[config.mk]
export PLATFORM = sky130hd
export DESIGN_NAME = button_conditioner
export DESIGN_NICKNAME = d
export VERILOG_FILES = /design/src/rtl/button_conditioner.sv
export SDC_FILE = /design/constraint.sdc
export NUM_CORES = 1
export LEC_CHECK = 0
export CORE_ASPECT_RATIO = 0.7
export CORE_MARGIN = 2
export CORE_UTILIZATION = 53
export DETAILED_ROUTE_END_ITERATION = 12
export PLACE_DENSITY = 0.71
export SYNTH_ARGS = -nofsm -noshare
export SYNTH_HDL_FRONTEND = slang
export SYNTH_SLANG_ARGS = --single-unit
[constraint.sdc]
create_clock -name clk_65mhz -period 6.1 [get_ports clk_65mhz]
set_clock_uncertainty 0.15 [all_clocks]
set_input_delay 0.915 -clock clk_65mhz [delete_from_list [all_inputs] [get_ports clk_65mhz]]
set_output_delay 0.915 -clock clk_65mhz [all_outputs]
set_load 0.005 [all_outputs]
[src/rtl/button_conditioner.sv]
// Conditions the menu push-buttons into synchronised, debounced levels plus
// single-cycle press/release/repeat events, with one-button-at-a-time ownership.
module button_conditioner #(
  parameter int                 NUM_BTN         = 4,
  parameter int                 DEBOUNCE_CYCLES = 650000,
  parameter int                 HOLD_CYCLES     = 32500000,
  parameter int                 REPEAT_CYCLES   = 6500000,
  parameter logic [NUM_BTN-1:0] REPEAT_MASK     = 4'b0011
) (
  input  logic               clk_65mhz,
  input  logic               rst_n,
  input  logic [NUM_BTN-1:0] btn_raw,
  output logic [NUM_BTN-1:0] btn_level,
  output logic [NUM_BTN-1:0] btn_held,
  output logic [NUM_BTN-1:0] btn_press,
  output logic [NUM_BTN-1:0] btn_release,
  output logic [NUM_BTN-1:0] btn_repeat,
  output logic               busy
);

  localparam int DB_W   = (DEBOUNCE_CYCLES > 1) ? $clog2(DEBOUNCE_CYCLES) : 1;
  localparam int HR_MAX = (HOLD_CYCLES > REPEAT_CYCLES) ? HOLD_CYCLES : REPEAT_CYCLES;
  localparam int HC_W   = (HR_MAX > 1) ? $clog2(HR_MAX) : 1;
  localparam int IDX_W  = (NUM_BTN > 1) ? $clog2(NUM_BTN) : 1;

  localparam logic [DB_W-1:0] DB_LAST   = DB_W'(DEBOUNCE_CYCLES - 1);
  localparam logic [HC_W-1:0] HOLD_LAST = HC_W'(HOLD_CYCLES - 1);
  localparam logic [HC_W-1:0] REP_LAST  = HC_W'(REPEAT_CYCLES - 1);

  typedef enum logic {IDLE, OWNED} state_t;

  logic [NUM_BTN-1:0] sync_meta;
  logic [NUM_BTN-1:0] sync;
  logic [1:0]         settle;
  logic [NUM_BTN-1:0] armed;
  logic [DB_W-1:0]    cnt [NUM_BTN];
  logic [NUM_BTN-1:0] level_q;

  state_t             state;
  logic [IDX_W-1:0]   owner;
  logic [HC_W-1:0]    hold_cnt;
  logic               repeating;

  logic [NUM_BTN-1:0] rise;
  logic [NUM_BTN-1:0] fall;
  logic [NUM_BTN-1:0] rise_first;
  logic               rise_any;
  logic [IDX_W-1:0]   rise_idx;
  logic [NUM_BTN-1:0] owner_onehot;

  // A button only becomes armed once its synchronised input has been seen low
  // after reset, so a button held through reset cannot acquire ownership.
  always_ff @(posedge clk_65mhz or negedge rst_n) begin
    if (!rst_n) begin
      sync_meta <= '0;
      sync      <= '0;
      settle    <= '0;
      armed     <= '0;
    end else begin
      sync_meta <= btn_raw;
      sync      <= sync_meta;
      settle    <= {settle[0], 1'b1};
      armed     <= armed | ({NUM_BTN{settle[1]}} & ~sync);
    end
  end

  always_ff @(posedge clk_65mhz or negedge rst_n) begin
    if (!rst_n) begin
      btn_level <= '0;
      level_q   <= '0;
      for (int i = 0; i < NUM_BTN; i++) cnt[i] <= '0;
    end else begin
      level_q <= btn_level;
      for (int i = 0; i < NUM_BTN; i++) begin
        if (sync[i] == btn_level[i]) begin
          cnt[i] <= '0;
        end else if (cnt[i] == DB_LAST) begin
          btn_level[i] <= sync[i];
          cnt[i]       <= '0;
        end else begin
          cnt[i] <= cnt[i] + DB_W'(1);
        end
      end
    end
  end

  assign rise       = btn_level & ~level_q & armed;
  assign fall       = ~btn_level & level_q;
  assign rise_first = rise & (~rise + NUM_BTN'(1));
  assign rise_any   = |rise;

  always_comb begin
    rise_idx     = '0;
    owner_onehot = '0;
    for (int i = NUM_BTN - 1; i >= 0; i--) begin
      if (rise[i]) rise_idx = i[IDX_W-1:0];
    end
    for (int i = 0; i < NUM_BTN; i++) begin
      owner_onehot[i] = (owner == i[IDX_W-1:0]);
    end
  end

  // Release takes priority over repeat, so at most one event pulse fires per cycle.
  always_ff @(posedge clk_65mhz or negedge rst_n) begin
    if (!rst_n) begin
      state       <= IDLE;
      owner       <= '0;
      hold_cnt    <= '0;
      repeating   <= 1'b0;
      btn_press   <= '0;
      btn_release <= '0;
      btn_repeat  <= '0;
    end else begin
      btn_press   <= '0;
      btn_release <= '0;
      btn_repeat  <= '0;
      case (state)
        IDLE: begin
          hold_cnt  <= '0;
          repeating <= 1'b0;
          if (rise_any) begin
            owner     <= rise_idx;
            btn_press <= rise_first;
            state     <= OWNED;
          end
        end
        OWNED: begin
          if (fall[owner]) begin
            btn_release <= owner_onehot;
            owner       <= '0;
            hold_cnt    <= '0;
            repeating   <= 1'b0;
            state       <= IDLE;
          end else if (REPEAT_MASK[owner]) begin
            if (hold_cnt == (repeating ? REP_LAST : HOLD_LAST)) begin
              btn_repeat <= owner_onehot;
              hold_cnt   <= '0;
              repeating  <= 1'b1;
            end else begin
              hold_cnt <= hold_cnt + HC_W'(1);
            end
          end
        end
        default: state <= IDLE;
      endcase
    end
  end

  assign busy     = (state == OWNED);
  assign btn_held = busy ? (owner_onehot & btn_level) : '0;

endmodule

==> Word-level counts from Yosys, hierarchy flattened <==
Index checks and enable logic that the tools add are counted.
{ "word_totals": {"output_inout_bits": 21, "reg_bits": 143, "word_cells": 107, "inputBits": 6} }
{ "op_classes": {"n_addsub": 6, "order_cmp": 1, "bitwise_logic": 16, "n_eq_ne": 16, "n_mux": 40, "n_reduce_logical": 8} }
{ "ops": {"columns": ["op", "n"], "rows": [
  ["2-to-1 mux 20 bit", 8],
  ["2-to-1 mux 25 bit", 4],
  ["adder 20 x 1 -> 20 bit (second input constant)", 4],
  ["== test 20 bit (second input constant)", 4],
  ["case mux 25 bit (2 select lines)", 1],
  ["2-to-1 mux 4 bit", 9],
  ["adder 25 x 1 -> 25 bit (second input constant)", 1],
  ["== test 25 bit", 1],
  ["AND 4 bit", 6],
  ["inverter 4 bit", 4],
  ["2-to-1 mux 2 bit", 6],
  ["AND reduction 2 bit", 6],
  ["2-to-1 mux 1 bit", 7],
  ["!= test 3 x 1 -> 1 bit (second input constant)", 2],
  ["inverter 1 bit", 5],
  ["adder 4 x 1 -> 4 bit (second input constant)", 1],
  ["binary-select mux 1 bit (select 2 bit)", 2],
  ["== test 1 bit", 4],
  ["== test 2 bit (second input constant)", 2],
  ["bitwise OR 4 bit", 1],
  ["case mux 1 bit (2 select lines)", 2],
  ["case mux 2 bit (2 select lines)", 1],
  ["OR reduction 4 bit", 1],
  ["less-than comparator 2 x 3 -> 1 bit (second input constant)", 1],
  ["other kinds (4)", 4]
]} }

==> Longest topological paths before layout <==
Gate-level depths: netlist (run 1).
{ "depth": {"depth_word": 9, "ltp_mapped": 8, "depth_no_buf": 6} }

==> Worst setup path before layout (run 1) <==
OpenSTA, ideal clock, no wires.
{ "synth_timing": {"path_kind": "flip-flop to flip-flop", "from": "reg btn_level[2]", "to": "reg hold_cnt[11]", "required_time_ns": 5.831, "setup_ns": 0.119, "n_path_buf": 3, "path_stages_with_launch": 9, "arrival_ns": 1.725, "synth_period_minus_slack_ns": 1.994, "path_slack_ns": 4.106, "path_cell_list": "dfrtp_1 or3b_1 buf_2 and3_4 buf_6 buf_8 nor3_2 xnor2_1 nor2_2"} }
{ "synth_via": {"elab_chain_cells": 6, "word_cells_on_any_way": 7, "cone_classes": "eq/ne (1); mux (4); bitwise (2)"} }
{ "synth_rtl": {"columns": ["element", "line_no", "source"], "rows": [
  ["start: declaration", "13", "output logic [NUM_BTN-1:0] btn_level,"],
  ["start signal: indexed assignment", "78", "btn_level[i] <= sync[i];"],
  ["inverter 4 bit *", "88", "assign fall = ~btn_level & level_q;"],
  ["AND 4 bit *", "88", null],
  ["binary-select mux 1 bit (select 2 bit) *", "128", "if (fall[owner]) begin"],
  ["2-to-1 mux 1 bit (not written as such) *", "128", null],
  ["2-to-1 mux 25 bit", "128", null],
  ["case mux 25 bit (2 select lines)", "117", "case (state)"],
  ["end signal: assignment", "140", "hold_cnt <= hold_cnt + HC_W'(1);"],
  ["end: declaration", "41", "logic [HC_W-1:0] hold_cnt;"]
]} }
Every way passes the cells marked *; elsewhere a longest branch is shown, timed or not. The select of a mux whose other input is x is not followed.
A chain may end at the register's enable or synchronous reset.

==> Worst setup path after layout (run 1) <==
{ "layout_timing": {"from": "reg owner[1]", "to": "out btn_held[2]"} }
{ "layout_via": {"elab_chain_cells": 3} }
{ "layout_rtl": {"columns": ["element", "line_no", "source"], "rows": [
  ["start: declaration", "40", "logic [IDX_W-1:0] owner;"],
  ["start signal: assignment", "122", "owner <= rise_idx;"],
  ["== test 2 bit", "99", "owner_onehot[i] = (owner == i[IDX_W-1:0]);"],
  ["AND 4 bit", "150", "assign btn_held = busy ? (owner_onehot & btn_level) : '0;"],
  ["2-to-1 mux 4 bit", "150", null],
  ["end: declaration", "14", "output logic [NUM_BTN-1:0] btn_held,"]
]} }
No other way between the ends.

==> summary.md, run 1 <==
| Metric | Value |
|---|---|
| Placed cell count | 823 |
| Tot GR Track Use | 21.03% |
| Post-synthesis sequential area ratio | 53.53% |
| Ys flop type | dfrtp_1 |
| Outcome | finished, final reports clean |
| Detail Route Antenna Nets | 0 |
| Top cell type's share of synthesized area | 53.53% |
| Avg Vias per Cell | between 5 and 6 |
| Final Hold Viols | 0 |
| Post-CTS Setup Bufs | 0 |
| Storage element area | 0.003578 mm² |
| Rows | 34 |
| Violation count after the first detailed-route iteration | 389 |
| DIE HEIGHT | 97.97 µm |
| R2R Setup Slk | 3.38 ns |
| Area grow syn2layout | 15.12% |
| Worst flop-to-flop path endpoint | hold_cnt[18] |
| Routed vias | 4682 |
| Setup violators final | 0 |
| DP HPWL | 8704 µm |
| Final Core Density | 62.17% |
| Detailed Route WL | approximately 13000 µm |
| Share of layout cells above drive strength 1 | 9.235% |
| Synth top cells by count | 143 x dfrtp_1, 123 x nor2_1, 50 x xnor2_1 |
| Drt first pass iters | 4 |
| Initial antenna violation count | 0 |
| Final Max Tran Viols | 0 |
| Setup CP Type | reg2out |
| Post-layout worst setup margin | 3.078 ns |
| Total clock sinks | 143 |
| Initial Util | 54.00% |
| Tmin final | roughly 3.0 ns |
| Largest net degree at the start of global routing | 77 |
| # Max-Cap Violations | 0 |
| Port-buffer cells | 26 |
| CTS resizes | 0 |
| Total CTS buffers | 17 |
| Worst Path Arrival | 1.96 ns |
| Yosys warning total | 0 |
| R2R depth | 6 |
| Slew HR | 33.15% |
| CTS clk-pin slew, worst paths | 0.06 ns |
| PD cells | 275.6 mW/mm² |
| Post-synth EDFFs | 0 |
| Final net count | between 600 and 700 |
| Post-Syn Instances | 652 |
| Most common cell in the netlist | dfrtp_1 |
| Root buffer cell | clkbuf_16 |
| Final critical-path share of the clock period | about half |
| Chip Width | approximately 140 µm |
| Yosys reg bits | between 100 and 150 |
| Cell taking the most area after synthesis | dfrtp_1 |
| Peak supply drop | around 0.21 mV |
| Worst reg2reg startpoint | hold_cnt[0] |
| Core area | 0.01238 mm² |
| DP Worst Slack | 3.430 ns |
| Synth area leaders | dfrtp_1 54%, nor2_1 6.9%, xnor2_1 6.6% |
| Mean Syn Cell Area | 10.25 µm² |
| Critical path required time | 5.03 ns |
| CP Launch Point | owner[1] |
| Post-cts hold buffer count | 0 |
| Clock latency on the worst-skew pair | between 0.4 and 0.5 ns |
| Leakage power | 3.190 nW |
| Grt ovf | 0 |
| CTS tree | done |
| Die area | around 0.014 mm² |
| Max Clk Rate | 330.9 MHz |
| Clock buffer depth | 2 |
| First-pass GRT wire length | 22980 µm |
| Startpoint Class | flip-flop |
| Layout filler cell count | 1001 |
| Multi-input logic area | 0.002933 mm² |
| Mapped Area | about 0.0067 mm² |
| RePlAce Congestion | 0.8243 |
| Hold Path Class | reg2reg |
| CP endpoint kind | primary output |
| Final Instance Count excl. Fillers | 855 |
| Total Negative Setup Slacks | 0 ns |
| I/O pin cnt | 27 |
| FFs w/ async S/R, synth | 100.0% |
| Critical Path End | btn_held[2] |
| Synth unique cells | 63 |
| Slew at the pin closest to its max-slew limit | 1.002 ns |
| Drt drc | 0 |
| N_diodes | 0 |
| H-tree Lvls | 4 |
| CP max FO | 11 |
| Unrepaired setup endpoints after global routing | false |
| Routed len/inst | 15.44 µm |
| Vias in the first global route | 4692 |
-- where the power goes --
part | switching [W] | internal, W
sequential | 0.00000870 | 0.000959
clock | 0.000401 | 0.000708
combinational | 0.0000325 | 0.0000122
total | 0.000442 | 0.00168
-- cell usage in the layout (no fill, tap or decap), types with 4 or more instances in the layout --
cell type	Yosys	routed
nor3_1	17	17
nand4_1	27	27
nand2b_1	4	4
and3_1	15	15
and4_1	9	9
nor4_1	11	11
nor2_1	123	123
nand3_1	45	45
clkbuf_16	0	17
ha_1	5	5
nand3b_1	5	5
bufinv_16	0	4
inv_1	18	18
xnor2_1	50	50
nor3_2	4	4
nand2_1	35	35
nor2_2	6	6
a21o_1	4	4
clkdlybuf4s50_1	0	25
dfrtp_1	143	143
xor2_1	47	47
or2_2	4	4
-- sequential cells by signal, summed over array words and instances (netlist names), 4 cells and up --
signal / count
cnt: 80
hold_cnt: 25
armed: 4
btn_level: 4
btn_press: 4
btn_release: 4
btn_repeat: 4
level_q: 4
sync: 4
sync_meta: 4
-- critical path, cell delays in order, from the launching register on --
cell	delay, ns
dfrtp_1	0.53
and2_1	0.29
and3_2	0.23
clkdlybuf4s50_1	0.50
-- cells by family after synthesis --
kind of cell / synth area share, %
XOR/XNOR: 12.71
adder cells (fa/ha/maj): 0.9358
other: 0.1123
AND/OR/NAND/NOR: 26.54
flip-flops: 53.53
AO/OA/AOI/OAI: 2.864
multiplexers: 0.6550
buffers and inverters: 2.657
-- per-layer routing --
| layer | track usage (%) | routed length (µm) | vias up |
|---|---|---|---|
| met1 | 29.81 | 6352 | 2314 |
| li1 | - | - | 2281 |
| met4 | 6.750 | 116 | 0 |
| met5 | 0 | 0 | - |
| met2 | 32.75 | 6277 | 74 |
| met3 | 4.561 | 456 | 13 |
-- worst min path at each step --
stage / depth (start not counted) / startpoint / endpoint
after detailed placement: 0 / settle[0] / settle[1]
after global routing: 0 / settle[0] / settle[1]
after floorplan: 0 / settle[0] / settle[1]
after CTS: 0 / settle[0] / settle[1]
after global placement: 0 / settle[0] / settle[1]
final: 0 / settle[0] / settle[1]
-- per-stage QoR --
step | hold slack, ns | total power [W] | instance area, µm²
floorplan | 0.1812 | 0.001002 | 6689
global placement | 0.1817 | 0.001029 | 7058
detailed placement | 0.1894 | 0.001032 | 7058
CTS | 0.2029 | 0.002141 | 7696
global route | 0.2148 | 0.002195 | 7696
finish | 0.2035 | 0.002121 | 7696
-- cell type report --
cell class,instances,area share [%]
inverters,18,0.8779
multi-input cells,472,38.11
clock buffers,19,5.885
well taps,162,2.634
repair buffers,28,3.593
clock inverters,13,2.406
flip-flops and latches,143,46.50
No activity file was read; power rests on OpenSTA's default activity.
==> run 2: changes to the inputs <==
==> constraint.sdc (replaced) <==
create_clock -name clk_65mhz -period 2.85 [get_ports clk_65mhz]
set_clock_uncertainty 0.15 [all_clocks]
set_input_delay 0.4275 -clock clk_65mhz [delete_from_list [all_inputs] [get_ports clk_65mhz]]
set_output_delay 0.4275 -clock clk_65mhz [all_outputs]
set_load 0.005 [all_outputs]
==> run 2 against run 1 <==
Total power is 110% higher. Clock power is 110% higher. Highest routed layer unchanged. Critical path depth stayed put. Cell count is 0.35% higher. Non-clock buffer count is 3 higher. Largest cell class unchanged.
==> summary.md, run 2 (synthesis gave the netlist of run 1 again) <==
| Metric | Value |
|---|---|
| Setup violators final | 0 (unchanged) |
| Leakage power | 3.202 nW (+0.38%) |
| Share of layout cells above drive strength 1 | 9.052% (-0.18 points) |
| # Max-Cap Violations | 0 (unchanged) |
| Core area | 0.01238 mm² (unchanged) |
| Initial antenna violation count | 0 (unchanged) |
| Root buffer cell | clkbuf_16 |
| Peak supply drop | 0.4294 mV (+110%) |
| Routed len/inst | 15.53 µm (+0.54%) |
| Drt drc | 0 (unchanged) |
| Pwr Total | 0.004517 W (+110%) |
| Die area | 0.01354 mm² (unchanged) |
| RePlAce Congestion | 0.8643 (+4.9%) |
| Critical path required time | 2.27 ns (-2.76 ns) |
| Total clock sinks | 143 (unchanged) |
| Initial Util | 54.00% (unchanged) |
| Hold path startpoint | sync_meta[0] |
| CTS resizes | 0 (unchanged) |
| DP HPWL | 8856 µm (+1.7%) |
| CP max FO | 11 (unchanged) |
| Detail Route Antenna Nets | 0 (unchanged) |
| Rows | 34 (unchanged) |
| Worst-path cell chain | and2_1 > and3_2 > clkdlybuf4s50_1 |
| Vias in the first global route | 4777 (+1.8%) |
| Number of flip-flops in the largest register | 80 (unchanged) |
| Worst Hold Depth | 0 (unchanged) |
| Worst reg2reg startpoint | cnt[72] |
| Worst flop-to-flop path endpoint | cnt[77] |
| Chip Width | 138.2 µm (unchanged) |
| R2R Setup Slk | 0.49 ns (-2.89 ns) |
| Most used routing layer | met2 |
| Drt first pass iters | 5 (+1) |
| First-pass GRT wire length | 23310 µm (+1.4%) |
| Avg Vias per Cell | 5.520 (+0.80%) |
| N_diodes | 0 (unchanged) |
| CTS tree | done |
| Clock buffer depth | 2 (unchanged) |
| Final Max Tran Viols | 0 (unchanged) |
| Worst Path Arrival | 1.99 ns (+0.03 ns) |
| Grt ovf | 0 (unchanged) |
| H-tree Lvls | 4 (unchanged) |
| Violation count after the first detailed-route iteration | 371 (-4.6%) |
| Routed vias | 4736 (+1.2%) |
| I/O pin cnt | 27 (unchanged) |
| Biggest register | cnt |
| Max Clk Rate | 389.8 MHz |
| Clock latency on the worst-skew pair | 0.42 ns (about the same) |
| DIE HEIGHT | 97.97 µm (unchanged) |
| Total CTS buffers | 17 (unchanged) |
| Largest net degree at the start of global routing | 57 (-26%) |
| PD cells | 585.2 mW/mm² (+110%) |
| Final Hold Viols | 0 (unchanged) |
| Slew HR | 52.40% (+19 points) |
| Layout filler cell count | 969 (-3.2%) |
| GR Layer Usage met3 | 4.169% (-0.39 points) |
| Tmin final | approximately 2.6 ns |
| CP max-delay cell | dfrtp_1 |
| Met1 GRT Util | 29.96% (+0.16 points) |
| Max stage delay on crit path | 0.54 ns (about the same) |
| Final net count | 694 (+0.43%) |
| Unrepaired setup endpoints after global routing | false |
| Final critical-path share of the clock period | 90.02% |
| Tot GR Track Use | 21.20% (+0.17 points) |
| Setup CP Type | reg2out |
| R2R depth | 5 (-1) |
| Most frequent cells in the layout | 143 x dfrtp_1, 123 x nor2_1, 50 x xnor2_1 |
| WHS Endpoint | sync[0] |
| Slew at the pin closest to its max-slew limit | 0.7075 ns (-0.2946 ns) |
| CTS clk-pin slew, worst paths | 0.06 ns (about the same) |
| Post-CTS Setup Bufs | 0 (unchanged) |
| M2 GR Usage | 33.24% (+0.50 points) |
| Startpoint Class | flip-flop |
| Area grow syn2layout | 15.48% |
| Commonest non-fill, non-tap cell in the layout | dfrtp_1 |
| Port-buffer cells | 26 (unchanged) |
| Total Negative Setup Slacks | 0 ns (unchanged) |
| CP endpoint kind | primary output |
| Outcome | finished, final reports clean |
| Hold Path Class | reg2reg |
| Detailed Route WL | 13320 µm (+0.89%) |
| Top Registers | cnt x80, hold_cnt x25 |
## run 2: worst max path at each step
stage	start	end	slack, ns	cells past startpoint
CTS	owner[1]	btn_held[2]	0.28	3
global placement	cnt[72]	cnt[66]	0.57	5
detailed placement	cnt[72]	cnt[68]	0.47	5
finish	owner[1]	btn_held[2]	0.28	3
floorplan	btn_level[2]	hold_cnt[11]	0.86	8
global route	owner[1]	btn_held[2]	0.21	3
## run 2: layout make-up
type | instances | area [µm²] | area share, %
multi-input combinational | 472 | 2933 | 37.99
sequential | 143 | 3578 | 46.35
clock inverter | 10 | 160.2 | 2.075
clock buffer | 22 | 464.2 | 6.013
inverter | 18 | 67.56 | 0.8752
timing repair buffer | 31 | 314.1 | 4.068
tap | 162 | 202.7 | 2.626
## run 2: metal layers
| layer | routed length [µm] | share of wire, % |
|---|---|---|
| met5 | 0 | 0 |
| met3 | 481 | 3.6 |
| met4 | 138 | 1.0 |
| met1 | 6507 | 49 |
| met2 | 6193 | 46 |
## run 2: power by group
| part | total (W) | internal, W | switching [W] |
|---|---|---|---|
| clock network | 0.00234 | 0.00151 | 0.000834 |
| registers | 0.00207 | 0.00205 | 0.0000193 |
| logic | 0.000101 | 0.0000298 | 0.0000707 |
| total | 0.00452 | 0.00359 | 0.000924 |
## run 2: per-stage QoR
stage	setup slack, ns	cell area, µm²	cells	hold WS, ns	utilization (%)
floorplan	0.8559	6689	653	-0.01809	-
global placement	0.5730	7086	825	0.1857	57.24
detailed placement	0.4703	7086	825	0.1847	57.24
CTS	0.2757	7720	858	0.1978	62.36
global route	0.2062	7720	858	0.2058	62.36
finish	0.2844	7720	858	0.1970	62.36
## run 2: what timing repair did
item                                    CTS  global route
hold buffers                              1             0
endpoints found under the setup margin    0             0
endpoints found under the hold margin    54             0
## run 2: worst max-delay path: cells and delay by family (launching register included)
kind                   cells  cell delay (ns)
buffers and inverters      1             0.50
flip-flops                 1             0.54
AND/OR/NAND/NOR            2             0.54
==> run 3: changes to the inputs <==
--- a/config.mk
+++ b/config.mk
@@ -10,6 +10,7 @@
 export CORE_UTILIZATION = 53
 export DETAILED_ROUTE_END_ITERATION = 12
 export PLACE_DENSITY = 0.71
+export RECOVER_POWER = 100
 export SYNTH_ARGS = -nofsm -noshare
 export SYNTH_HDL_FRONTEND = slang
 export SYNTH_SLANG_ARGS = --single-unit
==> run 3 against run 2 <==
Cell area is 0.39% lower. Core utilization is 0.24 points lower. Critical endpoint unchanged. Sequential power barely moved. Via count hardly changed. Critical path type unchanged. Maximum frequency decreased by 2.8%. Total power barely moved. Global-route usage unchanged. Cell count unchanged. Non-clock buffer count did not move. Count of clock-buffer cells in the layout did not move. First-iteration DRC count is 4.3% lower.
==> summary.md, run 3 (synthesis gave the netlist of run 1 again) <==
| Metric | Value |
|---|---|
| Critical path required time | 2.27 ns (about the same) |
| CP endpoint kind | primary output |
| Most frequent cells in the layout | 143 x dfrtp_1, 125 x nor2_1, 50 x xnor2_1 |
| Number of flip-flops in the largest register | 80 (unchanged) |
| Finished layout cell area | 0.007690 mm² (-0.39%) |
| Tmin final | 2.639 ns (+0.07326 ns) |
| CP max FO | 11 (unchanged) |
| Initial antenna violation count | 0 (unchanged) |
| Final critical-path share of the clock period | 92.59% (+2.6 points) |
| Sw Share | 20.49% (+0.031 points) |
| Clock buffer depth | 2 (unchanged) |
| Sequential Power Share | 45.9% (about the same) |
| Max stage delay on crit path | 0.54 ns (about the same) |
| Largest net degree at the start of global routing | 57 (unchanged) |
| Max Clk Rate | 379.0 MHz (-2.8%) |
| Violation count after the first detailed-route iteration | 355 (-4.3%) |
| Routed len/inst | 15.60 µm (+0.48%) |
| # Max-Cap Violations | 0 (unchanged) |
| CP max-delay cell | dfrtp_1 |
| H-tree Lvls | 4 (unchanged) |
| Placed inst area | 0.007086 mm² (unchanged) |
| Final net count | 694 (unchanged) |
| Die area | 0.01354 mm² (unchanged) |
| Clock power frac | 51.9% (about the same) |
| CTS clk-pin slew, worst paths | 0.06 ns (about the same) |
| Total clock sinks | 143 (unchanged) |
| Tot GR Track Use | 21.20% (unchanged) |
| Final Max Tran Viols | 0 (unchanged) |
| CTS tree | done |
| Biggest register | cnt |
| RePlAce Congestion | 0.8643 (unchanged) |
| Area grow syn2layout | 15.03% |
| Avg Vias per Cell | 5.515 (about the same) |
| Comb pwr share | 2.1% (about the same) |
| Cell class contributing the biggest share of worst-path delay | simple AND/OR/NAND/NOR gates |
| Switching power | 0.0009253 W (+0.10%) |
| Slew at the pin closest to its max-slew limit | 1.430 ns (+0.7227 ns) |
| Detail Route Antenna Nets | 0 (unchanged) |
| Post-layout worst setup margin | 0.2111 ns (-0.07326 ns) |
| Detailed Route WL | 13390 µm (+0.48%) |
| Outcome | finished, final reports clean |
| Vias in the first global route | 4777 (unchanged) |
| CP bufs+invs | 1 (unchanged) |
| N_diodes | 0 (unchanged) |
| Port-buffer cells | 26 (unchanged) |
| Drt drc | 0 (unchanged) |
| Hold Path Class | reg2reg |
| Worst Path Arrival | 2.06 ns (+0.07 ns) |
| Startpoint Class | flip-flop |
| DP Worst Slack | 0.4703 ns (unchanged) |
| Setup CP Type | reg2out |
| Total Negative Setup Slacks | 0 ns (unchanged) |
| PD cells | 587.2 mW/mm² (+0.34%) |
| I/O pin cnt | 27 (unchanged) |
| Peak supply drop | 0.4302 mV (+0.20%) |
| Total CTS buffers | 17 (unchanged) |
| Routed vias | 4732 (-0.084%) |
| Final Hold Viols | 0 (unchanged) |
| Slew HR | 4.657% (-48 points) |
| Rows | 34 (unchanged) |
| Initial Util | 54.00% (unchanged) |
| Top Registers | cnt x80, hold_cnt x25 |
| Pint | 0.003590 W (about the same) |
| Post-CTS Setup Bufs | 0 (unchanged) |
| Worst-path cell chain | and2_0 > and3_2 > clkdlybuf4s50_1 |
| Leakage power | 3.258 nW (+1.7%) |
| Unrepaired setup endpoints after global routing | false |
| Share of layout cells above drive strength 1 | 8.046% (-1.0 points) |
| DIE HEIGHT | 97.97 µm (unchanged) |
| Commonest non-fill, non-tap cell in the layout | dfrtp_1 |
| Root buffer cell | clkbuf_16 |
| Chip Width | 138.2 µm (unchanged) |
| Drt first pass iters | 5 (unchanged) |
| Setup violators final | 0 (unchanged) |
| First-pass GRT wire length | 23310 µm (unchanged) |
| Grt ovf | 0 (unchanged) |
| Clock latency on the worst-skew pair | 0.41 ns (about the same) |
| Core area | 0.01238 mm² (unchanged) |
| Placed cell count | 825 (unchanged) |
| Final Instance Count excl. Fillers | 858 (unchanged) |
| Pwr Total | 0.004515 W (about the same) |
| DP HPWL | 8856 µm (unchanged) |
run 3: metal layers:
| metal | wire length [µm] | global-route usage (%) | vias to the layer above |
|---|---|---|---|
| met5 | 0 | 0 | - |
| met4 | 132 | 7.221 | 0 |
| met3 | 480 | 4.169 | 13 |
| met2 | 6205 | 33.24 | 105 |
| met1 | 6567 | 29.96 | 2331 |
| li1 | - | - | 2283 |
run 3: cell type report:
type,count,area [µm²]
fillers,976,4690
well taps,162,202.7
flip-flops and latches,143,3578
multi-input cells,472,2915
clock inverters,10,160.2
clock buffers,22,464.2
repair buffers,31,301.5
inverters,18,67.56
run 3: final timing paths:
kind | start | end | slack [ns] | cells past startpoint
min reg2reg | sync_meta[0] | sync[0] | 0.20 | 0
min in group asynchronous | rst_n | cnt[35] | 0.74 | 2
max reg2reg | hold_cnt[0] | hold_cnt[15] | 0.37 | 7
min | sync_meta[0] | sync[0] | 0.20 | 0
max in group asynchronous | rst_n | hold_cnt[22] | 0.55 | 3
max | owner[1] | btn_held[2] | 0.21 | 3
run 3: power groups by stage:
stage / clock network, W / registers [W] / logic [W]
6_report: 0.00235 / 0.00207 / 0.0000971
4_1_cts: 0.00238 / 0.00207 / 0.000105
3_3_place_gp: 0 / 0.00211 / 0.0000989
5_1_grt: 0.00247 / 0.00208 / 0.000114
2_1_floorplan: 0 / 0.00210 / 0.0000398
3_5_place_dp: 0 / 0.00211 / 0.000103
run 3: metrics by stage:
stage               utilization (%)  hold WS (ns)
floorplan                         -      -0.01809
finish                        62.12        0.1970
global placement              57.24        0.1857
detailed placement            57.24        0.1847
global route                  62.12        0.2058
CTS                           62.36        0.1978
run 3: what timing repair did:
action	4_1_cts	5_1_grt
endpoints found under the hold margin	54	0
resized for setup	0	0
hold buffers	1	0
